### src/rtl/q3_pkg.sv
// Shared types and sizes for the 4-input truth-table sweep controller.
package q3_pkg;

  localparam int unsigned VEC_COUNT = 16;
  localparam int unsigned IDX_W     = 4;
  localparam int unsigned CNT_W     = 5;
  localparam int unsigned SETTLE_W  = 4;

  typedef enum logic [2:0] {
    IDLE,
    APPLY,
    SETTLE,
    SAMPLE,
    DONE
  } state_e;

  typedef struct packed {
    logic [CNT_W-1:0]     err_count;
    logic [IDX_W-1:0]     first_fail_idx;
    logic                 fail_valid;
    logic [VEC_COUNT-1:0] f_tt;
    logic [VEC_COUNT-1:0] g_tt;
  } sweep_result_t;

endpackage

### src/rtl/q3_settle_timer.sv
// Settle down-counter: loaded when a vector is applied, flags the last settle cycle.
module q3_settle_timer
  import q3_pkg::*;
(
  input  logic                clk,
  input  logic                rst_n,
  input  logic                load,
  input  logic [SETTLE_W-1:0] value,
  output logic                expired
);

  logic [SETTLE_W-1:0] cnt_q;

  always_ff @(posedge clk or negedge rst_n) begin
    if (!rst_n) begin
      cnt_q <= '0;
    end else if (load) begin
      cnt_q <= value;
    end else if (cnt_q != '0) begin
      cnt_q <= cnt_q - SETTLE_W'(1);
    end
  end

  // A count of one means this is the final settle cycle.
  assign expired = (cnt_q <= SETTLE_W'(1));

endmodule

### src/rtl/q3_sweep_ctrl.sv
// Walks all 16 input vectors of a 4-input function, captures f/g truth tables
// and compares them against expected tables.
module q3_sweep_ctrl
  import q3_pkg::*;
#(
  parameter int unsigned SETTLE_CYCLES = 2
) (
  input  logic                 clk,
  input  logic                 rst_n,
  input  logic                 start,
  input  logic                 abort,
  input  logic [VEC_COUNT-1:0] exp_f,
  input  logic [VEC_COUNT-1:0] exp_g,
  input  logic                 f_in,
  input  logic                 g_in,
  output logic                 a,
  output logic                 b,
  output logic                 c,
  output logic                 d,
  output logic                 busy,
  output logic                 done,
  output logic                 pass,
  output logic [CNT_W-1:0]     err_count,
  output logic [IDX_W-1:0]     first_fail_idx,
  output logic                 fail_valid,
  output logic [VEC_COUNT-1:0] f_tt,
  output logic [VEC_COUNT-1:0] g_tt
);

  localparam logic [SETTLE_W-1:0] SETTLE_VAL = SETTLE_W'(SETTLE_CYCLES);
  localparam logic [IDX_W-1:0]    LAST_IDX   = IDX_W'(VEC_COUNT - 1);

  state_e              state_q, state_d;
  logic [IDX_W-1:0]    idx_q, idx_d;
  logic [IDX_W-1:0]    vec_q, vec_d;
  sweep_result_t       res_q, res_d;
  logic                busy_q, busy_d;
  logic                done_q, done_d;
  logic                pass_q, pass_d;
  logic                load_c;
  logic                expired;
  logic                mismatch_c;

  q3_settle_timer u_settle_timer (
    .clk     (clk),
    .rst_n   (rst_n),
    .load    (load_c),
    .value   (SETTLE_VAL),
    .expired (expired)
  );

  assign mismatch_c = (f_in != exp_f[idx_q]) || (g_in != exp_g[idx_q]);

  always_ff @(posedge clk or negedge rst_n) begin
    if (!rst_n) begin
      state_q <= IDLE;
      idx_q   <= '0;
      vec_q   <= '0;
      res_q   <= '0;
      busy_q  <= 1'b0;
      done_q  <= 1'b0;
      pass_q  <= 1'b0;
    end else begin
      state_q <= state_d;
      idx_q   <= idx_d;
      vec_q   <= vec_d;
      res_q   <= res_d;
      busy_q  <= busy_d;
      done_q  <= done_d;
      pass_q  <= pass_d;
    end
  end

  // Next state and next register values; abort beats everything while busy.
  always_comb begin
    state_d = state_q;
    idx_d   = idx_q;
    vec_d   = vec_q;
    res_d   = res_q;
    load_c  = 1'b0;

    case (state_q)
      IDLE, DONE: begin
        if (start) begin
          state_d = APPLY;
          idx_d   = '0;
          res_d   = '0;
        end
      end
      APPLY: begin
        if (abort) begin
          state_d = IDLE;
        end else begin
          vec_d   = idx_q;
          load_c  = 1'b1;
          state_d = (SETTLE_CYCLES == 0) ? SAMPLE : SETTLE;
        end
      end
      SETTLE: begin
        if (abort) begin
          state_d = IDLE;
        end else if (expired) begin
          state_d = SAMPLE;
        end
      end
      SAMPLE: begin
        if (abort) begin
          state_d = IDLE;
        end else begin
          res_d.f_tt[idx_q] = f_in;
          res_d.g_tt[idx_q] = g_in;
          if (mismatch_c) begin
            res_d.err_count = res_q.err_count + CNT_W'(1);
            if (!res_q.fail_valid) begin
              res_d.first_fail_idx = idx_q;
              res_d.fail_valid     = 1'b1;
            end
          end
          if (idx_q == LAST_IDX) begin
            state_d = DONE;
          end else begin
            idx_d   = idx_q + IDX_W'(1);
            state_d = APPLY;
          end
        end
      end
      default: state_d = IDLE;
    endcase

    busy_d = (state_d == APPLY) || (state_d == SETTLE) || (state_d == SAMPLE);
    done_d = (state_d == DONE);
    pass_d = done_d && (res_d.err_count == '0);
  end

  assign {a, b, c, d}    = vec_q;
  assign busy            = busy_q;
  assign done            = done_q;
  assign pass            = pass_q;
  assign err_count       = res_q.err_count;
  assign first_fail_idx  = res_q.first_fail_idx;
  assign fail_valid      = res_q.fail_valid;
  assign f_tt            = res_q.f_tt;
  assign g_tt            = res_q.g_tt;

endmodule

### config.mk
export PLATFORM = sky130hd
export DESIGN_NAME = q3_sweep_ctrl
export DESIGN_NICKNAME = d
export VERILOG_FILES = /design/src/rtl/q3_pkg.sv /design/src/rtl/q3_settle_timer.sv /design/src/rtl/q3_sweep_ctrl.sv
export SDC_FILE = /design/constraint.sdc
export NUM_CORES = 1
export LEC_CHECK = 0
export BUFFER_PORTS_ARGS = -buffer_cell sky130_fd_sc_hd__clkbuf_2
export CORE_ASPECT_RATIO = 0.7
export CORE_MARGIN = 1
export CORE_UTILIZATION = 35
export CTS_CLUSTER_SIZE = 12
export DETAILED_ROUTE_END_ITERATION = 10
export PLACE_DENSITY = 0.62
export SYNTH_ARGS = -nofsm -noshare
export SYNTH_HDL_FRONTEND = slang
export SYNTH_HIERARCHICAL = 1
export SYNTH_SLANG_ARGS = --single-unit
### constraint.sdc
create_clock -name clk -period 2.3 [get_ports clk]
set_input_delay 0.115 -clock clk [delete_from_list [all_inputs] [get_ports clk]]
set_output_delay 0.115 -clock clk [all_outputs]
set_load 0.05 [all_outputs]
==> run summary <==
status = complete, but fails checks
failing checks = negative setup slack
largest net degree at the start of global routing = 29
slowest cell delay on critical path = 0.51 ns
worst-path fanout max = 5
CTS buffer count = 9
sequential-to-total area share from yosys stat = 46.95%
fin crit period = 2.433 ns
row count = 28
Die Y = 81.98 µm
CP startpoint kind = flop
total power = 4243 µW
CTS root buf = clkbuf_16
hold path depth = 2
initial antenna violation count = 0
post-route ant nets = 0
final period utilization = 105.8%
core area = 8653 µm²
busiest grt layer = met2
Inserted Diodes = 0
Worst EP required = 2.51 ns
most frequent cell on the critical path = nor4_2
CTS clock-pin slew for the worst setup and hold paths = 0.05 ns
maximum root-to-sink buffer count = 2
RePlAce Congestion = 0.7577
worst hold path type = input pin to flop
Crit Reg-Reg Endpoint = pass
Num Clock Sinks = 60
DRT iter0 DRCs = 135
DRC = 0
crit-path cells = mux4_2 -> mux2i_1 -> xor2_1 -> a311oi_2 -> a21oi_4 -> nor4_2 -> a2bb2oi_2 -> nor4_2
Slew Limit Fails = 0
crit path kind = flop to flop
Distinct cells, synth = 53
Pwr per Cell Area = 1002 nW/µm²
DR pass1 iterations = 4
nets = 475
prevailing post-synth register cell = dfrtp_1
flop2flop setup slack = -0.13 ns
later-pin clock latency in the skew report = 0.33 ns
Slew @ Worst Pin = 0.7017 ns
Rel. slew slack = 53.22%
drt wl/cell = 15.35 µm
R2R Path Start = idx_q[0]
Filler Cells Inserted = 834
Critical-path top delay cell = mux4_2
clk_skew = 0.008036 ns
worst r2r path cells = 8
final setup vio count = 10
H-Tree Depth = 3
Hold Crit Endpoint = state_q[1]
final hold violation count = 0
Post-synth EDFFs = 0
Worst setup EP type = flop
CP Data Arrival Time = 2.64 ns
DP Wirelength = 6163 µm
width of the chip = 116.3 µm
Port Buffers = 86
area delta synth->final = 32.39%
Seq cells post-synth = 60
global-route usage over all layers = 19.17%
GR Util met2 = 28.28%
boundary pin count = 87
worst vdd ir = 0.4454 mV
final wirelength = 8505 µm
Max Cap Violations = 0
PnR worst setup slack = -0.1334 ns
Crit path max-delay family = multiplexers
total die area = 9530 µm²
Avg Vias per Cell = 5.058
FMAX = 411.0 MHz
Post-synth ARST share = 100.0%
vias in the first global route = 2770
Cell Area, Synth = 3198 µm²
HP Start = abort
CTS tree = built
Post-Syn Instances = 326
unrepaired setup endpoints after global routing = true
global-route wire length before repair = 13790 µm
grt met3 use = 4.723%
Fin Hold WS = 0.1179 ns
CP Buf/Inv Count = 0
starting density of the core = 36.96%
Synth Warn # = 6
via count = 2802
most common cell after layout, fill and taps aside = clkbuf_2
Syn Area/Cell = 9.810 µm²
share of layout cells above drive strength 1 = 34.56%
most frequent cells in the layout = clkbuf_2, dfrtp_1, nand2_1
grt total ovfl = 0
Pleak = 0.002055 µW
M1 GR Usage = 27.15%
==> cells in the mapped netlist, drive strengths merged, types with 2 or more instances <==
master	n	area, µm²
a2bb2oi	2	23.77
xnor2	3	26.28
clkbuf	15	56.30
ha	7	87.58
nor3b	2	26.28
nand3	32	160.2
nor2	23	88.84
o41ai	2	17.52
and2	3	18.77
dfrtp	60	1501
nor2b	6	37.54
and3	2	12.51
mux4	4	101.4
a21oi	28	151.4
xor2	3	26.28
nand2	48	180.2
nor4	3	31.28
mux2i	20	200.2
nor3	5	25.02
a32o	4	40.04
o21a	2	15.01
a22oi	4	30.03
buf	10	71.31
mux2	6	67.56
conb	2	7.510
inv	8	30.03
o21ai	8	43.79
==> routing by layer <==
| metal | vias to the layer above | part of all wire [%] |
|---|---|---|
| met5 | - | 0 |
| met4 | 0 | 1.0 |
| met3 | 11 | 5.8 |
| met2 | 86 | 43 |
| met1 | 1356 | 51 |
| li1 | 1349 | - |
==> final cells by class <==
cell class,count,area [µm²],share of cell area [%]
multi-input combinational,235,1589,37.53
sequential,60,1503,35.49
timing repair buffer,116,691.9,16.34
clock buffer,13,260.3,6.147
tap,120,150.1,3.546
inverter,8,30.03,0.7092
clock inverter,2,10.01,0.2364
==> registers in the layout, indices dropped and copies added (netlist names) <==
signal                count
idx_q                     4
vec_q                     4
done                      1
fail_valid                1
u_settle_timer/cnt_q      4
pass                      1
err_count                 5
g_tt                     16
first_fail_idx            4
busy                      1
f_tt                     16
state_q                   3
==> logic make-up after synthesis <==
| family | count (synthesis) | synth area share [%] |
|---|---|---|
| flip-flops | 60 | 46.95 |
| AND/OR/NAND/NOR | 130 | 19.60 |
| buffers and inverters | 33 | 4.929 |
| adder cells (fa/ha/maj) | 7 | 2.739 |
| AO/OA/AOI/OAI | 58 | 12.36 |
| XOR/XNOR | 6 | 1.643 |
| other | 2 | 0.2348 |
| multiplexers | 30 | 11.54 |
==> metrics by stage <==
| step | TNS [ns] | util [%] | setup slack (ns) | instances | cell area, µm² |
|---|---|---|---|---|---|
| floorplan | 0 | - | 0.001720 | 328 | 3206 |
| global placement | -0.7074 | 44.49 | -0.1444 | 532 | 3850 |
| detailed placement | -1.031 | 44.49 | -0.1964 | 532 | 3850 |
| CTS | -0.5986 | 48.32 | -0.08959 | 552 | 4182 |
| global route | -1.715 | 48.93 | -0.2579 | 554 | 4234 |
| finish | -0.5919 | 48.93 | -0.1334 | 554 | 4234 |
==> report_power, final <==
| group | switching [µW] | internal (µW) | total [µW] |
|---|---|---|---|
| Sequential | 164 | 1210 | 1380 |
| Combinational | 1010 | 626 | 1640 |
| Clock | 447 | 777 | 1220 |
| Total | 1630 | 2620 | 4240 |
==> worst reg2reg max path: stages (launching register included) <==
cell	delay (ns)
dfrtp_2	0.44
mux4_2	0.51
mux2i_1	0.18
xor2_1	0.11
a311oi_2	0.39
a21oi_4	0.11
nor4_2	0.32
a2bb2oi_2	0.19
nor4_2	0.06
==> how the worst max path moves through the flow <==
stage                        start   end  slack (ns)  cells past startpoint
after global placement    idx_q[0]  pass       -0.14                      8
after global routing      idx_q[0]  pass       -0.26                      8
final                     idx_q[0]  pass       -0.13                      8
after detailed placement  idx_q[0]  pass       -0.20                      8
after CTS                 idx_q[0]  pass       -0.09                      8
after floorplan           idx_q[0]  pass       0.002                      8
==> timing repair <==
action                     in CTS  in global routing
buffers inserted                3                  2
hold endpoints to repair       27                  0
hold buffers                    2                  0
setup endpoints to repair      10                 11
resized for setup              10                  9
pin swaps                       7                  9
Note: power is estimated with default switching activity, not from simulation.
